$ cat src/rtl/shift_arbiter_pkg.sv
// ============================================================================
//  Module   : shift_arbiter_pkg
//  Brief    : Shared encodings for the shift arbiter (op codes, requester IDs,
//             FSM state codes, datapath widths).
//  Revision : 1.0 - initial release
// ============================================================================
`default_nettype none

package shift_arbiter_pkg;

    localparam int DATA_W  = 16;
    localparam int SHAMT_W = 4;

    // Operation encodings
    localparam logic [1:0] OP_SLL  = 2'b00;
    localparam logic [1:0] OP_SRL  = 2'b01;
    localparam logic [1:0] OP_SRA  = 2'b10;
    localparam logic [1:0] OP_PASS = 2'b11;

    // Requester identifiers as reported on res_id
    localparam logic ID_A = 1'b0;
    localparam logic ID_B = 1'b1;

    // Result-register state machine
    localparam logic [0:0] ST_IDLE = 1'b0;
    localparam logic [0:0] ST_FULL = 1'b1;

endpackage : shift_arbiter_pkg

`default_nettype wire

$ cat src/rtl/shift_unit.sv
// ============================================================================
//  Module   : shift_unit
//  Brief    : Combinational 16-bit shifter: logical left, logical right,
//             arithmetic right and pass-through, selected by a 2-bit op.
//  Revision : 1.0 - initial release
// ============================================================================
`default_nettype none

module shift_unit
    import shift_arbiter_pkg::*;
(
    input  logic [DATA_W-1:0]  data_i,
    input  logic [SHAMT_W-1:0] shamt_i,
    input  logic [1:0]         op_i,
    output logic [DATA_W-1:0]  result_o
);

    logic [DATA_W-1:0] w_sll;
    logic [DATA_W-1:0] w_srl;
    logic [DATA_W-1:0] w_sra;

    // The three shifters; a zero shift amount naturally returns the operand
    assign w_sll = data_i << shamt_i;
    assign w_srl = data_i >> shamt_i;
    assign w_sra = $unsigned($signed(data_i) >>> shamt_i);

    // 4:1 op select
    always_comb begin
        result_o = data_i;
        case (op_i)
            OP_SLL:  result_o = w_sll;
            OP_SRL:  result_o = w_srl;
            OP_SRA:  result_o = w_sra;
            default: result_o = data_i;
        endcase
    end

endmodule : shift_unit

`default_nettype wire

$ cat src/rtl/shift_arbiter.sv
// ============================================================================
//  Module   : shift_arbiter
//  Brief    : Two requesters (A, B) share one shift unit through a single
//             result register. Round-robin arbitration by default; defining
//             SHIFT_ARB_FIXED_PRIO_EN gives A fixed priority and removes the
//             round-robin pointer.
//  Revision : 1.0 - initial release
// ============================================================================
`default_nettype none

module shift_arbiter
    import shift_arbiter_pkg::*;
(
    input  logic               clk,
    input  logic               rst,

    input  logic               a_valid,
    output logic               a_ready,
    input  logic [1:0]         a_op,
    input  logic [DATA_W-1:0]  a_data,
    input  logic [SHAMT_W-1:0] a_shamt,

    input  logic               b_valid,
    output logic               b_ready,
    input  logic [1:0]         b_op,
    input  logic [DATA_W-1:0]  b_data,
    input  logic [SHAMT_W-1:0] b_shamt,

    output logic               res_valid,
    input  logic               res_ready,
    output logic [DATA_W-1:0]  res_data,
    output logic               res_id
);

    logic [0:0]        state_q;
    logic [0:0]        state_d;
    logic [DATA_W-1:0] res_data_q;
    logic              res_id_q;

    logic              w_slot;
    logic              w_grant_b;
    logic              w_accept;
    logic [1:0]        w_op;
    logic [DATA_W-1:0] w_data;
    logic [SHAMT_W-1:0] w_shamt;
    logic [DATA_W-1:0] w_shift;

    // An accept slot exists when empty, or when full and being drained now
    assign w_slot   = !rst && ((state_q == ST_IDLE) || res_ready);
    assign w_accept = a_ready || b_ready;

`ifdef SHIFT_ARB_FIXED_PRIO_EN
    // B only wins when A is not asking
    assign w_grant_b = b_valid && !a_valid;
`else
    logic prio_b_q;  // 1: B is favoured on the next contended cycle

    // B wins when alone, or when contended and A was granted last
    assign w_grant_b = b_valid && (!a_valid || prio_b_q);

    // Pointer moves only on a real accept, towards the requester not granted
    always_ff @(posedge clk) begin
        if (rst) begin
            prio_b_q <= 1'b0;
        end else if (w_accept) begin
            prio_b_q <= a_ready;
        end
    end
`endif

    // Winner's operands steer the single shared shifter
    assign w_op    = w_grant_b ? b_op    : a_op;
    assign w_data  = w_grant_b ? b_data  : a_data;
    assign w_shamt = w_grant_b ? b_shamt : a_shamt;

    shift_unit u_shift_unit (
        .data_i   (w_data),
        .shamt_i  (w_shamt),
        .op_i     (w_op),
        .result_o (w_shift)
    );

    // State register
    always_ff @(posedge clk) begin
        if (rst) begin
            state_q <= ST_IDLE;
        end else begin
            state_q <= state_d;
        end
    end

    // Next-state logic: any accept (fresh or back-to-back) leaves us FULL
    always_comb begin
        state_d = state_q;
        case (state_q)
            ST_IDLE: if (w_accept) state_d = ST_FULL;
            ST_FULL: if (res_ready) state_d = w_accept ? ST_FULL : ST_IDLE;
            default: state_d = ST_IDLE;
        endcase
    end

    // Output logic: handshake outputs from state, valids and the grant
    always_comb begin
        res_valid = (state_q == ST_FULL);
        a_ready   = w_slot && a_valid && !w_grant_b;
        b_ready   = w_slot && w_grant_b;
    end

    // Result register loads only on accept, so it holds while stalled
    always_ff @(posedge clk) begin
        if (rst) begin
            res_data_q <= '0;
            res_id_q   <= ID_A;
        end else if (w_accept) begin
            res_data_q <= w_shift;
            res_id_q   <= w_grant_b ? ID_B : ID_A;
        end
    end

    assign res_data = res_data_q;
    assign res_id   = res_id_q;

endmodule : shift_arbiter

`default_nettype wire
$ cat config.mk
export PLATFORM = sky130hd
export DESIGN_NAME = shift_arbiter
export DESIGN_NICKNAME = d
export VERILOG_FILES = /design/src/rtl/shift_arbiter_pkg.sv /design/src/rtl/shift_unit.sv /design/src/rtl/shift_arbiter.sv
export SDC_FILE = /design/constraint.sdc
export NUM_CORES = 1
export LEC_CHECK = 0
export ABC_AREA = 1
export BUFFER_PORTS_ARGS = -buffer_cell sky130_fd_sc_hd__buf_2
export CAP_MARGIN = 10
export CORE_UTILIZATION = 55
export CTS_CLUSTER_DIAMETER = 80
export DETAILED_ROUTE_END_ITERATION = 16
export HOLD_SLACK_MARGIN = 0.1
export PLACE_DENSITY = 0.9
export SLEW_MARGIN = 20
export SYNTH_ARGS = -nofsm -noshare
export SYNTH_HDL_FRONTEND = slang
export SYNTH_SLANG_ARGS = --single-unit
export TNS_END_PERCENT = 5
$ cat constraint.sdc
create_clock -name clk -period 2 [get_ports clk]
set_input_delay 0.2 -clock clk [delete_from_list [all_inputs] [get_ports clk]]
set_output_delay 0.2 -clock clk [all_outputs]
set_load 0.005 [all_outputs]
# After elaboration in Yosys (flattened, before gate mapping)
# Cells that the tools add are included.
totals:
  register_bits: 19
  input_bits: 49
op_classes:
  eq_ne: 2
  n_shift: 3
  mux: 8
  n_bitwise: 1
  n_reduce_logical: 12
op_table:
  columns: ["op", "count"]
  rows:
  - ["16-bit case mux with 3 select lines", 1]
  - ["16-bit two-way mux", 1]
  - ["16-bit by 4-bit << shifter with 16-bit output", 1]
  - ["16-bit by 4-bit right shift with 16-bit output", 1]
  - ["16-bit by 4-bit >>> shifter with 16-bit output", 1]
  - ["1-bit logical AND", 5]
  - ["4-bit two-way mux", 1]
  - ["1-bit zero test", 3]
  - ["1-bit logical OR", 3]
  - ["1-bit two-way mux", 3]
  - ["2-bit by 1-bit == test with 1-bit output (second input constant)", 1]
  - ["2-bit == test (second input constant)", 1]
  - ["2-bit zero test", 1]
  - ["2-bit two-way mux", 1]
  - ["1-bit case mux with 2 select lines", 1]
  - ["1-bit NOT", 1]

# Longest topological paths before layout
depth:
  word_depth: 9
  ltp_mapped: 18

# Hierarchy
# Synthesis repeated with hierarchy kept, for this count alone.
unflattened:
  cells_unflattened: 549
  hier_area_um2: 2846.5
modules_own_cells:
  columns: ["mod", "n_inst", "cells_each", "area_per_inst_um2", "seq_area_each_um2"]
  rows:
  - ["shift_unit", 1, 356, 1709.1, 0.0]
  - ["shift_arbiter", 1, 193, 1137.3, 380.4]

# Least setup slack after synthesis
# OpenSTA, ideal clock, no wires.
synth_path:
  kind: "reg2reg"
  start: "register prio_b_q"
  end: "register res_data_q[7] (netlist: res_data[7])"
  setup_ns: 0.117
  arrival_time_ns: 1.654
  setup_slack_ns: 0.229
  path_stages_with_launch: 14
  path_buffers: 2
  period_less_slack_ns: 1.771
  cell_sequence: "dfxtp_1 > inv_1 > nand2_4 > nand2_4 > buf_6 > nand2_1 > nand2_2 > buf_6 > o21ai_0 > o21ai_1 > o21ai_0 > nor2_1 > nor3_1 > nor2_1"
synth_via:
  elab_chain_len: 5
  elab_cells_between_ends: 16
  cone_classes: "eq/ne: 2; shift: 3; mux: 4; reduce/logical: 7"
synth_lines:
  columns: ["element", "line", "text"]
  rows:
  - ["from (decl)", "shift_arbiter.sv:56", "logic prio_b_q;"]
  - ["from (signal assigned)", "shift_arbiter.sv:66", "prio_b_q <= a_ready;"]
  - ["1-bit logical OR (*)", "shift_arbiter.sv:59", "assign w_grant_b = b_valid && (!a_valid || prio_b_q);"]
  - ["1-bit logical AND (*)", "shift_arbiter.sv:59", null]
  - ["16-bit two-way mux (tied with other cells)", "shift_arbiter.sv:73", "assign w_data = w_grant_b ? b_data : a_data;"]
  - ["16-bit by 4-bit >>> shifter with 16-bit output (tied with other cells)", "shift_unit.sv:25", "assign w_sra = $unsigned($signed(data_i) >>> shamt_i);"]
  - ["16-bit case mux with 3 select lines / 1-bit logical OR (equally long branches)", "shift_unit.sv:30, shift_arbiter.sv:50", null]
  - ["to (signal assigned)", "shift_arbiter.sv:115", "res_data_q <= w_shift;"]
  - ["to (decl)", "shift_arbiter.sv:37", "logic [DATA_W-1:0] res_data_q;"]
# Mark *: on every way between the ends. The rest lies on a longest branch, timed or not.
# A chain may end at the register's enable or synchronous reset.

# Worst setup path in the final report
layout_path:
  start: "register prio_b_q"
  end: "register res_data_q[6] (netlist: res_data[6])"
# The elaborated chain is that of the path after synthesis.

==> results.py <==
metrics = {
    "cts": {
        "clk_pin_slew_ns": 0.07,
        "root_buffer": "clkbuf_8",
        "clock_latency_ns": 0.26,
        "hold_buffers": 0,
        "clock_sink_count": 19,
        "numCtsBuffers": 3,
        "cts_tree": "done",
        "clockBufferDepth": 2,
        "cts_max_level": 1,
    },
    "synth": {
        "synthTopCellsByCount": "nand2_1 (212), nand3_1 (94), inv_1 (46), o21ai_0 (29), nor2_1 (27)",
        "yosysUniqueCellTypes": 27,
        "syn_area_um2": 2680,
        "yosysWarningCount": 0,
        "synthTopCellsByArea": "nand2_1 (30%), nand3_1 (18%), dfxtp_1 (14%)",
        "netlist.area_leader.share_pct": 29.7,
        "yosysMostFrequentCell": "nand2_1",
        "synth-main-ff-cell": "dfxtp_1",
        "synth_top_cell_by_area": "nand2_1",
        "synth_nets": 574,
        "synth.avg_cell_area_um2": 5.10,
        "yosysSeqAreaShare_pct": 14.2,
        "synth_edf_count": 0,
        "synthArstFlopShare_pct": 0,
        "netlist_instances": 525,
        "synth_seq_cells": 19,
    },
    "sta": {
        "timing.hold.ws_ns": 0.184,
        "finalCriticalPeriod_ns": 2.11,
        "setup-tns-final_ns": -0.297,
        "finClkSkew_ns": 0.00361,
        "slew_headroom_pct": 65.1,
        "setup_viol_count_final": 7,
        "hold_viol_final": 0,
        "fmax_mhz": 473,
        "rsz0062_at_grt": "yes",
        "period_share_pct": 106,
        "max_slew.worst_pin.slew_ns": 0.522,
        "drv_slew": 0,
        "fin_ws_ns": -0.114,
    },
    "setup_path": {
        "r2r-start": "prio_b_q",
        "path_buf_inv": 2,
        "worstSetupPathType": "reg2reg",
        "start_kind": "flip-flop",
        "cp-startpoint": "prio_b_q",
        "r2r_cells": 10,
        "reg2reg_slack_ns": -0.11,
        "path_cells": "inv_2, nand2_4, nand2_8, buf_12, o21ai_4, nor2_4, nor2_1, o211ai_1, nand3_1, a21oi_1",
        "worst-endpoint-arrival_ns": 2.26,
        "r2r-end": "res_data[6]",
        "crit_family": "simple AND/OR/NAND/NOR gates",
        "cp_data_required_time_ns": 2.15,
        "slowest_delay_ns": 0.42,
        "slowest_stage": "nor2_1",
        "cp_max_fo": 11,
        "cp-endpoint": "res_data[6]",
        "cp.depth": 10,
        "end_kind": "flip-flop",
    },
    "cells_and_area": {
        "fin_nets": 650,
        "final_util_pct": 73.1,
        "n_antenna_cell": 0,
        "postLayoutCellArea_um2": 3430,
        "fin_cells": 654,
        "syn_to_final_growth_pct": 28.1,
        "fill_cells": 445,
        "drive_above_1_share_pct": 24.0,
    },
    "global_route": {
        "grt_pass1_wl_um": 15500,
        "track_usage_pct": 37.7,
        "antenna_found_initial": 0,
        "grt_overflow": 0,
        "grt_max_degree": 38,
        "grt_pass1_vias": 3495,
    },
    "floorplan": {
        "row_count": 25,
        "start_util_pct": 57.1,
        "io-pin-count": 69,
        "core-area_um2": 4690,
        "die_h_um": 71.8,
        "dieArea_um2": 5150,
        "die_w_um": 71.8,
    },
    "route": {
        "drt-total-wl_um": 9840,
        "wl_per_cell_um": 15.0,
        "drtIter0Drc": 619,
        "drt.antenna.violating_nets": 0,
        "vias": 3929,
        "drt-vias-per-instance": 6.01,
        "drc": 0,
        "firstDrtPassIters": 8,
    },
    "placed_design": {
        "place.port_buffers": 68,
        "place_inst": 649,
        "place.gp.congestion": 1.09,
        "dpl.hpwl_um": 7420,
        "dpl-instance-area_um2": 3220,
        "place_ws_ns": -0.0370,
    },
    "power": {
        "ir_drop_mv": 0.399,
        "leakagePower_nw": 1.91,
        "p_int_mw": 0.965,
        "power_mw": 1.83,
        "power.density_nw_per_um2": 534,
        "p_clk_share_pct": 14.9,
        "power.share.combinational_pct": 61.3,
        "switchingPower_mw": 0.866,
        "sw_frac_of_total_pct": 47.3,
        "pwr-share-seq_pct": 23.7,
    },
    "outcome": {
        "violations": "setup timing",
        "status": "finished, violations left",
    },
    "worst_hold_path": {
        "worstHoldPathCells": 2,
        "worstHoldPathType": "in2reg",
    },
    "job": {
        "drv_cap": 0,
    },
}
-- sequential cells by signal, indices dropped and copies added, names as in the netlist --
| register | flops |
|---|---|
| res_data | 16 |
| prio_b_q | 1 |
| res_id | 1 |
| res_valid | 1 |
-- power groups by stage --
stage	logic (mW)	clock network [mW]	registers (mW)
after floorplan	0.660	0	0.444
after global placement	0.992	0	0.440
after detailed placement	1.00	0	0.440
after CTS	1.01	0.276	0.432
after global routing	1.22	0.289	0.437
final	1.12	0.274	0.434
-- layout make-up --
| type | instances | area [um2] | area share (%) |
|---|---|---|---|
| multi-input combinational | 433 | 2120 | 61.7 |
| inverter | 49 | 193 | 5.62 |
| clock inverter | 1 | 5.00 | 0.146 |
| sequential | 19 | 382 | 11.1 |
| tap | 54 | 67.6 | 1.97 |
| clock buffer | 3 | 41.3 | 1.20 |
| timing repair buffer | 95 | 626 | 18.2 |
-- logic make-up (layout without fill, tap and decap cells) --
logic type | after synthesis | in the layout | share of synthesized area (%)
flip-flops | 19 | 19 | 14.2
AND/OR/NAND/NOR | 364 | 364 | 59.7
buffers and inverters | 73 | 148 | 12.0
AO/OA/AOI/OAI | 69 | 69 | 14.1
-- layout by cell type, fill, tap and decap left out, types with 2 or more instances in the layout --
| cell | instances |
|---|---|
| nand2_1 | 205 |
| nand3_1 | 92 |
| buf_2 | 68 |
| inv_1 | 42 |
| nor2_1 | 24 |
| o21ai_0 | 23 |
| a21oi_1 | 19 |
| buf_4 | 19 |
| dfxtp_1 | 18 |
| nand3b_1 | 15 |
| o21ai_1 | 10 |
| nand2_2 | 7 |
| o21ai_2 | 6 |
| buf_12 | 6 |
| inv_2 | 5 |
| nand2_4 | 5 |
| nor2_2 | 4 |
| nor2_4 | 4 |
| o211ai_1 | 4 |
| clkbuf_8 | 3 |
| o21ai_4 | 2 |
| a21oi_2 | 2 |
| nand3_2 | 2 |
| buf_6 | 2 |
-- worst min path at each step --
stage / startpoint / end
4_1_cts: rst / res_data[11]
6_report: rst / res_data[2]
5_1_grt: rst / res_data[2]
3_5_place_dp: res_data[2] / res_data[2]
3_3_place_gp: res_data[1] / res_data[1]
2_1_floorplan: rst / res_data[10]
-- routing by layer --
metal | vias up | track usage [%] | share of wire, %
li1 | 1856 | - | -
met1 | 1730 | 48.2 | 38
met2 | 277 | 59.2 | 45
met3 | 66 | 8.30 | 11
met4 | 0 | 20.3 | 5.4
met5 | - | 0 | 0
-- worst register-to-register path, delay by kind of cell, from the launching register on --
family | cells | cell delay [ns]
flip-flops | 1 | 0.34
AO/OA/AOI/OAI | 3 | 0.60
AND/OR/NAND/NOR | 5 | 0.87
buffers and inverters | 2 | 0.19
-- what timing repair did --
action | in CTS | in global routing
pin swaps | 0 | 7
resized for setup | 5 | 43
endpoints found under the hold margin | 0 | 0
setup endpoints to repair | 7 | 16
buffers inserted | 0 | 1
Power figures use the tool's default switching activity.
